[config.mk]
export PLATFORM = sky130hd
export DESIGN_NAME = histeq_ctrl
export DESIGN_NICKNAME = d
export VERILOG_FILES = /design/src/rtl/histeq_pkg.sv /design/src/rtl/histeq_gap_timer.sv /design/src/rtl/histeq_ctrl.sv
export SDC_FILE = /design/constraint.sdc
export NUM_CORES = 1
export LEC_CHECK = 0
export ABC_AREA = 1
export CAP_MARGIN = 20
export CORE_ASPECT_RATIO = 0.9
export CORE_MARGIN = 4
export CORE_UTILIZATION = 53
export DETAILED_ROUTE_END_ITERATION = 10
export PLACE_DENSITY = 0.76
export SYNTH_ARGS = -nofsm -noshare
export SYNTH_HDL_FRONTEND = slang
export SYNTH_SLANG_ARGS = --single-unit
[constraint.sdc]
create_clock -name clk -period 1.74 [get_ports clk]
set_input_delay 0.435 -clock clk [delete_from_list [all_inputs] [get_ports clk]]
set_output_delay 0.435 -clock clk [all_outputs]
set_load 0.01 [all_outputs]
[src/rtl/histeq_pkg.sv]
// Shared types and defaults for the histogram-equalisation controller.
package histeq_pkg;

    typedef enum logic [1:0] {
        IDLE,
        WAIT_SOF,
        ACCUM,
        GAP
    } state_t;

    localparam int unsigned CNT_W       = 19;
    localparam int unsigned MAX_PIX_DEF = 307200;
    localparam int unsigned GAP_CYC_DEF = 2;

endpackage

[src/rtl/histeq_gap_timer.sv]
// Load/decrement down-counter with a zero flag; times the inter-frame gap.
module histeq_gap_timer #(
    parameter int unsigned W = 2
) (
    input  logic         clk,
    input  logic         erst,
    input  logic         load,
    input  logic [W-1:0] load_val,
    input  logic         dec,
    output logic         zero
);

    logic [W-1:0] cnt;

    always_ff @(posedge clk or negedge erst) begin
        if (!erst) begin
            cnt <= '0;
        end else if (load) begin
            cnt <= load_val;
        end else if (dec && (cnt != '0)) begin
            cnt <= cnt - 1'b1;
        end
    end

    assign zero = (cnt == '0);

endmodule

[src/rtl/histeq_ctrl.sv]
// Frame controller for histogram equalisation: accumulation window, LUT read path.
// Optional frame statistics (pix_cnt, ovf) when HISTEQ_CTRL_STAT_EN is defined.
module histeq_ctrl
    import histeq_pkg::*;
#(
    parameter int unsigned MAX_PIX = MAX_PIX_DEF,
    parameter int unsigned GAP_CYC = GAP_CYC_DEF
) (
    input  logic             clk,
    input  logic             erst,
    input  logic             enable,
    input  logic             pix_valid,
    input  logic             pix_sof,
    input  logic             pix_eof,
    input  logic [7:0]       pix_y,
    output logic             wsig,
    output logic             valid,
    output logic [7:0]       ydata,
    output logic             rsig,
    output logic [7:0]       iydata,
    output logic             map_valid,
    output logic             busy,
`ifdef HISTEQ_CTRL_STAT_EN
    output logic [CNT_W-1:0] pix_cnt,
    output logic             ovf,
`endif
    output logic             frame_done
);

    localparam int unsigned      TW     = $clog2(GAP_CYC) + 1;
    localparam logic [CNT_W-1:0] MAX_C  = CNT_W'(MAX_PIX);
    localparam logic [TW-1:0]    GAP_LD = TW'(GAP_CYC - 1);

    state_t           state, state_n;
    logic             close_pend;
    logic [CNT_W-1:0] cnt, cnt_n;
    logic             start, accept, hit, closing;
    logic             gap_zero, gap_done, in_gap;

    // ACCUM outlives the closing pixel by one cycle so wsig still covers its
    // delayed valid; inputs seen while close_pend is set are dropped.
    always_comb begin
        start   = (state == WAIT_SOF) && enable && pix_valid && pix_sof;
        accept  = start || ((state == ACCUM) && !close_pend && pix_valid);
        cnt_n   = start ? CNT_W'(1) : cnt + 1'b1;
        hit     = accept && (cnt_n == MAX_C);
        closing = (state == ACCUM) && close_pend;
        in_gap  = (state == GAP);
        gap_done = in_gap && gap_zero;
        state_n = state;
        case (state)
            IDLE:     if (enable) state_n = WAIT_SOF;
            WAIT_SOF: begin
                if (start)        state_n = ACCUM;
                else if (!enable) state_n = IDLE;
            end
            ACCUM:    if (close_pend) state_n = GAP;
            GAP:      if (gap_zero) state_n = enable ? WAIT_SOF : IDLE;
            default:  state_n = IDLE;
        endcase
    end

    histeq_gap_timer #(
        .W (TW)
    ) u_gap_timer (
        .clk      (clk),
        .erst     (erst),
        .load     (closing),
        .load_val (GAP_LD),
        .dec      (in_gap),
        .zero     (gap_zero)
    );

    always_ff @(posedge clk or negedge erst) begin
        if (!erst) begin
            state      <= IDLE;
            close_pend <= 1'b0;
            cnt        <= '0;
            wsig       <= 1'b0;
            valid      <= 1'b0;
            ydata      <= '0;
            rsig       <= 1'b0;
            iydata     <= '0;
            map_valid  <= 1'b0;
            busy       <= 1'b0;
            frame_done <= 1'b0;
`ifdef HISTEQ_CTRL_STAT_EN
            pix_cnt    <= '0;
            ovf        <= 1'b0;
`endif
        end else begin
            state      <= state_n;
            wsig       <= (state_n == ACCUM);
            busy       <= (state_n != IDLE);
            valid      <= accept;
            ydata      <= pix_y;
            frame_done <= closing;
            map_valid  <= pix_valid && rsig;
            if (pix_valid) iydata <= pix_y;
            if (accept) begin
                cnt        <= cnt_n;
                close_pend <= pix_eof || hit;
            end else if (closing) begin
                close_pend <= 1'b0;
            end
            if (gap_done) rsig <= 1'b1;
`ifdef HISTEQ_CTRL_STAT_EN
            if (closing) pix_cnt <= cnt;
            if (hit && !pix_eof) ovf <= 1'b1;
`endif
        end
    end

endmodule

==> summary.md, run 1 <==
| Metric | Value |
|---|---|
| Outcome | finished, violations left |
| Failing checks | negative setup slack |
| Most Crowded Layer GR | met2 |
| Period Utilization, post-route | 104% |
| Top FF cell, synth | dfrtp_1 |
| Leakage | approximately 1.5 nW |
| Async set-reset flop share out of synthesis | 100% |
| CP max FO | 4 |
| Count leader, synth | nand2_1 |
| Crit end category | register |
| Share of layout cells above drive strength 1 | about a quarter |
| Reg2reg end | close_pend |
| Drt pass-1 iters | 8 |
| Clock latency on the worst-skew pair | about 0.30 ns |
| Power Internal | 2.16 mW |
| DR vias/cell | around 5.6 |
| Top cells by count, synth | nand2_1 (87), dfrtp_1 (46), nor2_1 (37) |
| Max transition margin | between 70% and 80% |
| Synthesized area per cell | roughly 8.1 µm² |
| Initial Util | a little under three fifths |
| Reg2Reg Setup Slack | -0.07 ns |
| Met1 usage | a little under a third |
| Clk pin slew, worst setup/hold paths | roughly 0.09 ns |
| ANT cells | 0 |
| Share of the synthesized area in the top cell type | between 50% and 60% |
| Slew at the pin closest to its max-slew limit | 0.317 ns |
| CP startpoint kind | register |
| Endpoints failing hold | 0 |
| CTS buffer count | 5 |
| Die X | 77.4 µm |
| Dpl hpwl | about 4.0 mm |
| Final slew viol count | 0 |
| Fillers | approximately 280 |
| Switching pwr | 1.06 mW |
| Tot Pwr | roughly 3.2 mW |
| Synth Instances | between 200 and 300 |
| RSZ-0062 raised after global routing | yes |
| Clk pwr share | around 25% |
| Vias in the first global route | between 2000 and 2500 |
| Minimum clock period | approximately 1.8 ns |
| Synth warnings | 0 |
| Total gr overflow | 0 |
| Mapped Nets | about 300 |
| Pre-CTS setup slack | -0.334 ns |
| IO Pins | 36 |
| Clock tree from TritonCTS | yes |
| WL/cell | 15.2 µm |
| Critical setup path kind | reg -> reg |
| Largest cells by area after synthesis | dfrtp_1 (50%), nand2_1 (14%), nor2_1 (6.0%) |
| Worst r2r src | cnt[0] |
| Die area | 5450 µm² |
| Worst hold path class | in -> async |
| Register area share after synthesis | between 50% and 60% |
| Gate power share | between 30% and 40% |
| Cell Area, Synth | 2300 µm² |
| Unique cell type count in the Yosys netlist | 25 |
| Count of max-cap constraint violations | 0 |
| Port Buf Inserts | 35 |
| Largest area contributor in the netlist | dfrtp_1 |
| Routed Antenna Nets | 0 |
| Reg2reg path depth | 14 |
| Core area | around 4100 µm² |
| Critical Path RT | roughly 2.0 ns |
| Initial antenna violation count | 0 |
| Register share of total power | 42.2% |
| Placed insts | ~390 |
| Gr usage total | 22.6% |
| Chip Height | 70.5 µm |
| Sink Count | 46 |
| Vias | ~2200 |
| Clock Skew | between 0.009 and 0.01 ns |
| # DRC | 0 |
| Setup ws final | -0.0706 ns |
| RePlAce Congestion | just under 0.9 |
| CP arrival | between 2 and 2.5 ns |
| CTS max path bufs | 2 |
| Max Freq | between 500 and 600 MHz |
| Switching portion of total power | approximately a third |
| Layout Nets | approximately 370 |
| Synthesized flop and latch total | 46 |
| Largest net degree at the start of global routing | 47 |
| Final std cells w/o fill | between 400 and 500 |
| EDFF count, synth | 0 |
| Routed wire length | just over 6 mm |
| Row cnt | 22 |
| # H-tree levels | 2 |
| Clk root buf | clkbuf_8 |
| Area delta synth->final | 39.8% |
| Power per standard cell area | roughly 1000 nW/µm² |
| Met3 Track Usage GR | under 10% |
| Finish-stage setup viols | 1 |
| Met2 Usage GRT | 36.1% |
| Drt initial violations | 214 |
| First-pass GRT wire length | a little under 10 mm |
| Peak supply drop | 0.995 mV |
==> worst max-delay path, stage by stage, from the launching register on <==
cell and delay, ns:
dfrtp_1 0.42, ha_4 0.18, nand2_4 0.06, nor2_4 0.14, buf_12 0.15, nand2_8 0.07
nor2_4 0.17, nand3_1 0.12, nand3_2 0.11, nand2_2 0.05, nor2_1 0.08, nand2_1 0.06
nand2_1 0.05, nand2_1 0.04, nand2_1 0.06
==> registers in the layout (all words and copies together), names as in the netlist, 2 cells and up <==
signal / cells
cnt: 19
u_gap_timer.cnt: 2
state: 2
iydata: 8
ydata: 8
==> layout by cell type, fill, tap and decap left out, types with 5 or more instances in the layout <==
master,synthesis,routed
nor2_4,5,8
buf_4,1,24
nand2_2,1,9
mux2_2,8,8
nor2_1,37,29
dfrtp_1,46,44
nand2_1,87,77
nand3_2,2,5
nand3_1,23,18
inv_1,31,31
nand4_1,5,5
o21ai_0,18,16
nor2_2,3,8
clkbuf_8,0,5
clkdlybuf4s50_1,0,33
==> per-stage QoR <==
stage          instance area [µm²]  utilization [%]  hold WS [ns]  setup TNS, ns
2_1_floorplan                 2300                -         0.139              0
3_3_place_gp                  2880             69.6         0.435          -4.14
3_5_place_dp                  2880             69.6         0.437          -4.91
4_1_cts                       3040             73.5         0.112              0
5_1_grt                       3210             77.8         0.122         -0.274
6_report                      3210             77.8         0.107        -0.0706
==> cell families (layout without fill, tap and decap cells) <==
family / count (synthesis) / after routing / synth area share, %
compound gates: 27 / 27 / 6.81
xor+xnor: 1 / 1 / 0.381
fa+ha+maj: 2 / 2 / 1.09
buf+inv: 37 / 106 / 6.37
flops: 46 / 46 / 50.1
mux: 8 / 8 / 3.92
simple gates: 164 / 164 / 31.3
==> repair_timing <==
item	CTS	global route
endpoints found under the setup margin	1	2
setup buffers	2	7
endpoints found under the hold margin	0	0
pin swaps	7	24
hold buffers	0	0
resized for setup	9	32
==> metal layers <==
metal | vias to the layer above | share of wire, %
li1 | 1048 | -
met2 | 113 | 49
met5 | - | 0
met3 | 18 | 6.9
met4 | 0 | 2.0
met1 | 1058 | 42
==> power groups by stage <==
stage / Combinational, mW / Sequential [mW] / Clock, mW
CTS: 0.971 / 1.35 / 0.818
global route: 1.16 / 1.38 / 0.863
finish: 1.05 / 1.36 / 0.806
global placement: 0.905 / 1.35 / 0
detailed placement: 0.931 / 1.35 / 0
floorplan: 0.469 / 1.38 / 0
==> layout make-up <==
| type | instances | area (µm²) | area share, % |
|---|---|---|---|
| Clock inverter | 3 | 43.8 | 1.36 |
| Timing Repair Buffer | 65 | 627 | 19.5 |
| Sequential cell | 46 | 1150 | 35.9 |
| Multi-Input combinational cell | 202 | 1130 | 35.3 |
| Inverter | 33 | 124 | 3.86 |
| Clock buffer | 5 | 68.8 | 2.14 |
| Tap cell | 48 | 60.1 | 1.87 |
==> how the worst max path moves through the flow <==
stage                    from          to  slack [ns]
CTS                    cnt[1]  close_pend      0.0009
global route           cnt[0]  close_pend       -0.22
finish                 cnt[0]  close_pend       -0.07
detailed placement  pix_valid  close_pend       -0.33
global placement    pix_valid  close_pend       -0.29
floorplan              cnt[0]  close_pend        0.16
No activity file was read; power rests on OpenSTA's default activity.
==> inputs of run 2 (changes only) <==
Clock period 1.74 ns to 1.95 ns, I/O delays scaled along.
==> run 2 against run 1 <==
  * The flow now finishes without violations
  * Sequential share of layout area increased by 3.0 points
  * Total power decreased by 20%
  * Via count decreased by 10%
  * Setup slack improved by 0.22 ns
  * Critical path depth unchanged
  * Wire length decreased by 14%
  * Clock skew decreased by 0.0060 ns
  * Final cell count decreased by 3.0%
  * Worst hold slack improved by 0.0014 ns
  * Largest cell class unchanged
  * Count of clock-buffer cells in the layout increased by 2
  * First-iteration DRC count decreased by 3.7%
  * Global-route usage decreased by 2.2 points
==> summary.md, run 2 (synthesized netlist as in run 1, its figures left out) <==
| Metric | Value |
|---|---|
| Critical Path RT | 2.18 ns (+0.19 ns) |
| # DRC | 0 (unchanged) |
| Largest net degree at the start of global routing | 31 (-34%) |
| Clock Skew | 0.00396 ns (-0.00600 ns) |
| Leakage | 1.35 nW (-7.1%) |
| Register share of total power | 47.2% (+5.0 points) |
| Slew at the pin closest to its max-slew limit | 0.383 ns (+0.0664 ns) |
| Share of layout cells above drive strength 1 | 15.2% (-9.9 points) |
| Highest-count cells in the layout ignoring fill and taps | nand2_1 (87), dfrtp_1 (46), nor2_1 (35), clkdlybuf4s50_1 (33), inv_1 (30) |
| Gate power share | 31.9% (-0.8 points) |
| RePlAce Congestion | 0.882 (+1.2%) |
| Row cnt | 22 (unchanged) |
| Area delta synth->final | 28.6% |
| Pre-CTS setup slack | -0.232 ns (+0.103 ns) |
| CP startpoint kind | input pin |
| Clock tree from TritonCTS | yes |
| DR WL met2 | 2.32 mm (-22%) |
| IO Pins | 36 (unchanged) |
| Port Buf Inserts | 35 (unchanged) |
| Switching pwr | 0.840 mW (-21%) |
| Clk pwr share | 20.9% (-4.2 points) |
| Max reg flops | 19 (unchanged) |
| Hold-fix buffer count after cts | 0 (unchanged) |
| Dpl hpwl | 3.91 mm (-3.1%) |
| WL/cell | 13.4 µm (-12%) |
| CTS buffer count | 5 (unchanged) |
| First-pass GRT wire length | 8.85 mm (-10%) |
| Clk root buf | clkbuf_8 |
| Routed Antenna Nets | 0 (unchanged) |
| Vias | 2012 (-10%) |
| Max Freq | around 560 MHz |
| M1 WL | 2.50 mm (-2.6%) |
| Largest registers | cnt (19), iydata (8), ydata (8) |
| Setup_tns | 0 ns (+0.0706 ns) |
| Vias in the first global route | 1942 (-7.3%) |
| CP arrival | 2.03 ns (-0.03 ns) |
| Top layer in use | met4 |
| Peak supply drop | 0.900 mV (-9.5%) |
| Finish-stage setup viols | 0 (-1) |
| Gr usage total | 20.4% (-2.2 points) |
| Count of max-cap constraint violations | 0 (unchanged) |
| Power per standard cell area | 868 nW/µm² (-13%) |
| Initial Util | 55.6% (unchanged) |
| Max transition margin | 74.5% (-4.4 points) |
| DR vias/cell | 5.16 (-7.3%) |
| Endpoints failing hold | 0 (unchanged) |
| Sink Count | 46 (unchanged) |
| Final slew viol count | 0 (unchanged) |
| Clk pin slew, worst setup/hold paths | 0.07 ns (-0.02 ns) |
| Commonest non-fill, non-tap cell in the layout | nand2_1 |
| Chip Height | 70.5 µm (unchanged) |
| Drt initial violations | 206 (-3.7%) |
| Outcome | complete, no violations |
| Worst hold path class | in -> async |
| Clock latency on the worst-skew pair | 0.29 ns (about the same) |
| ANT cells | 0 (unchanged) |
| Core area | 4130 µm² (unchanged) |
| Die area | 5450 µm² (unchanged) |
| Switching portion of total power | 32.7% (-0.14 points) |
| CP max FO | 4 (unchanged) |
| Die X | 77.4 µm (unchanged) |
| Layout Nets | 358 (-3.0%) |
| Critical setup path kind | in -> reg |
| Period Utilization, post-route | between 90% and 100% |
| CTS max path bufs | 2 (unchanged) |
| Drt pass-1 iters | 5 (-3) |
| Largest Register | cnt |
| Setup ws final | 0.150 ns (+0.221 ns) |
| Metal3 WL | 304 µm (-28%) |
| Crit end category | register |
| Routed wire length | 5.23 mm (-14%) |
| Initial antenna violation count | 0 (unchanged) |
| # H-tree levels | 2 (unchanged) |
| Total gr overflow | 0 (unchanged) |
| Minimum clock period | ~1.8 ns |
| Power Internal | 1.73 mW (-20%) |
run 2: cell count changes in the layout (fill, tap and decap cells not counted), moves of 3 or more:
cell     delta
nand3_2     -3
buf_4       -8
nand2_1    +10
nor2_2      -3
nor2_4      -3
nand2_2     -8
nand3_1     +5
nor2_1      +6
run 2: worst paths after layout:
| kind | from | to | slack [ns] | cells after the start |
|---|---|---|---|---|
| min in group clk | rsig | rsig | 0.49 | 1 |
| max in group asynchronous | erst | close_pend | 1.36 | 2 |
| min | erst | ydata[0] | 0.11 | 1 |
| max | pix_valid | close_pend | 0.15 | 14 |
| min reg2reg | rsig | rsig | 0.49 | 1 |
| max reg2reg | cnt[0] | close_pend | 0.19 | 13 |
run 2: per-layer routing:
metal	vias to the layer above	global-route usage, %
li1	1021	-
met1	913	28.3
met2	66	31.3
met3	12	4.51
met4	0	7.31
met5	-	0
run 2: layout make-up:
cell class / count / area [µm²]
inverters: 33 / 124
fillers: 319 / 1170
clock buffers: 7 / 76.3
well taps: 48 / 60.1
repair buffers: 53 / 508
multi-input cells: 203 / 1030
flip-flops and latches: 46 / 1150
run 2: repair_timing:
| action | in CTS | in global routing |
|---|---|---|
| buffers inserted | 0 | 2 |
| resized for setup | 0 | 7 |
| endpoints found under the setup margin | 0 | 1 |
run 2: power groups by stage:
stage	combinational, mW	sequential (mW)	clock (mW)
after floorplan	0.418	1.23	0
after global placement	0.763	1.21	0
after detailed placement	0.777	1.22	0
after CTS	0.784	1.20	0.544
after global routing	0.924	1.24	0.586
final	0.819	1.21	0.535
run 2: per-stage QoR:
step / power, mW / instances / util, % / hold WS, ns / area [µm²]
3_3_place_gp: 1.97 / 380 / 68.4 / 0.428 / 2830
2_1_floorplan: 1.65 / 285 / - / 0.192 / 2300
5_1_grt: 2.75 / 390 / 71.5 / 0.122 / 2950
3_5_place_dp: 1.99 / 380 / 68.4 / 0.429 / 2830
6_report: 2.57 / 390 / 71.5 / 0.108 / 2950
4_1_cts: 2.53 / 387 / 70.3 / 0.114 / 2900
run 2: worst max-delay path, stage by stage:
cell and delay (ns):
clkdlybuf4s50_1 0.47, nand2_1 0.08, buf_4 0.15, nor2_4 0.14
nor2_1 0.08, nor2_1 0.09, nand2_1 0.07, nor2_2 0.11
nand2_1 0.07, nor2_1 0.08, nand2_1 0.05, nand2_1 0.05
nand2_1 0.05, nand2_1 0.05
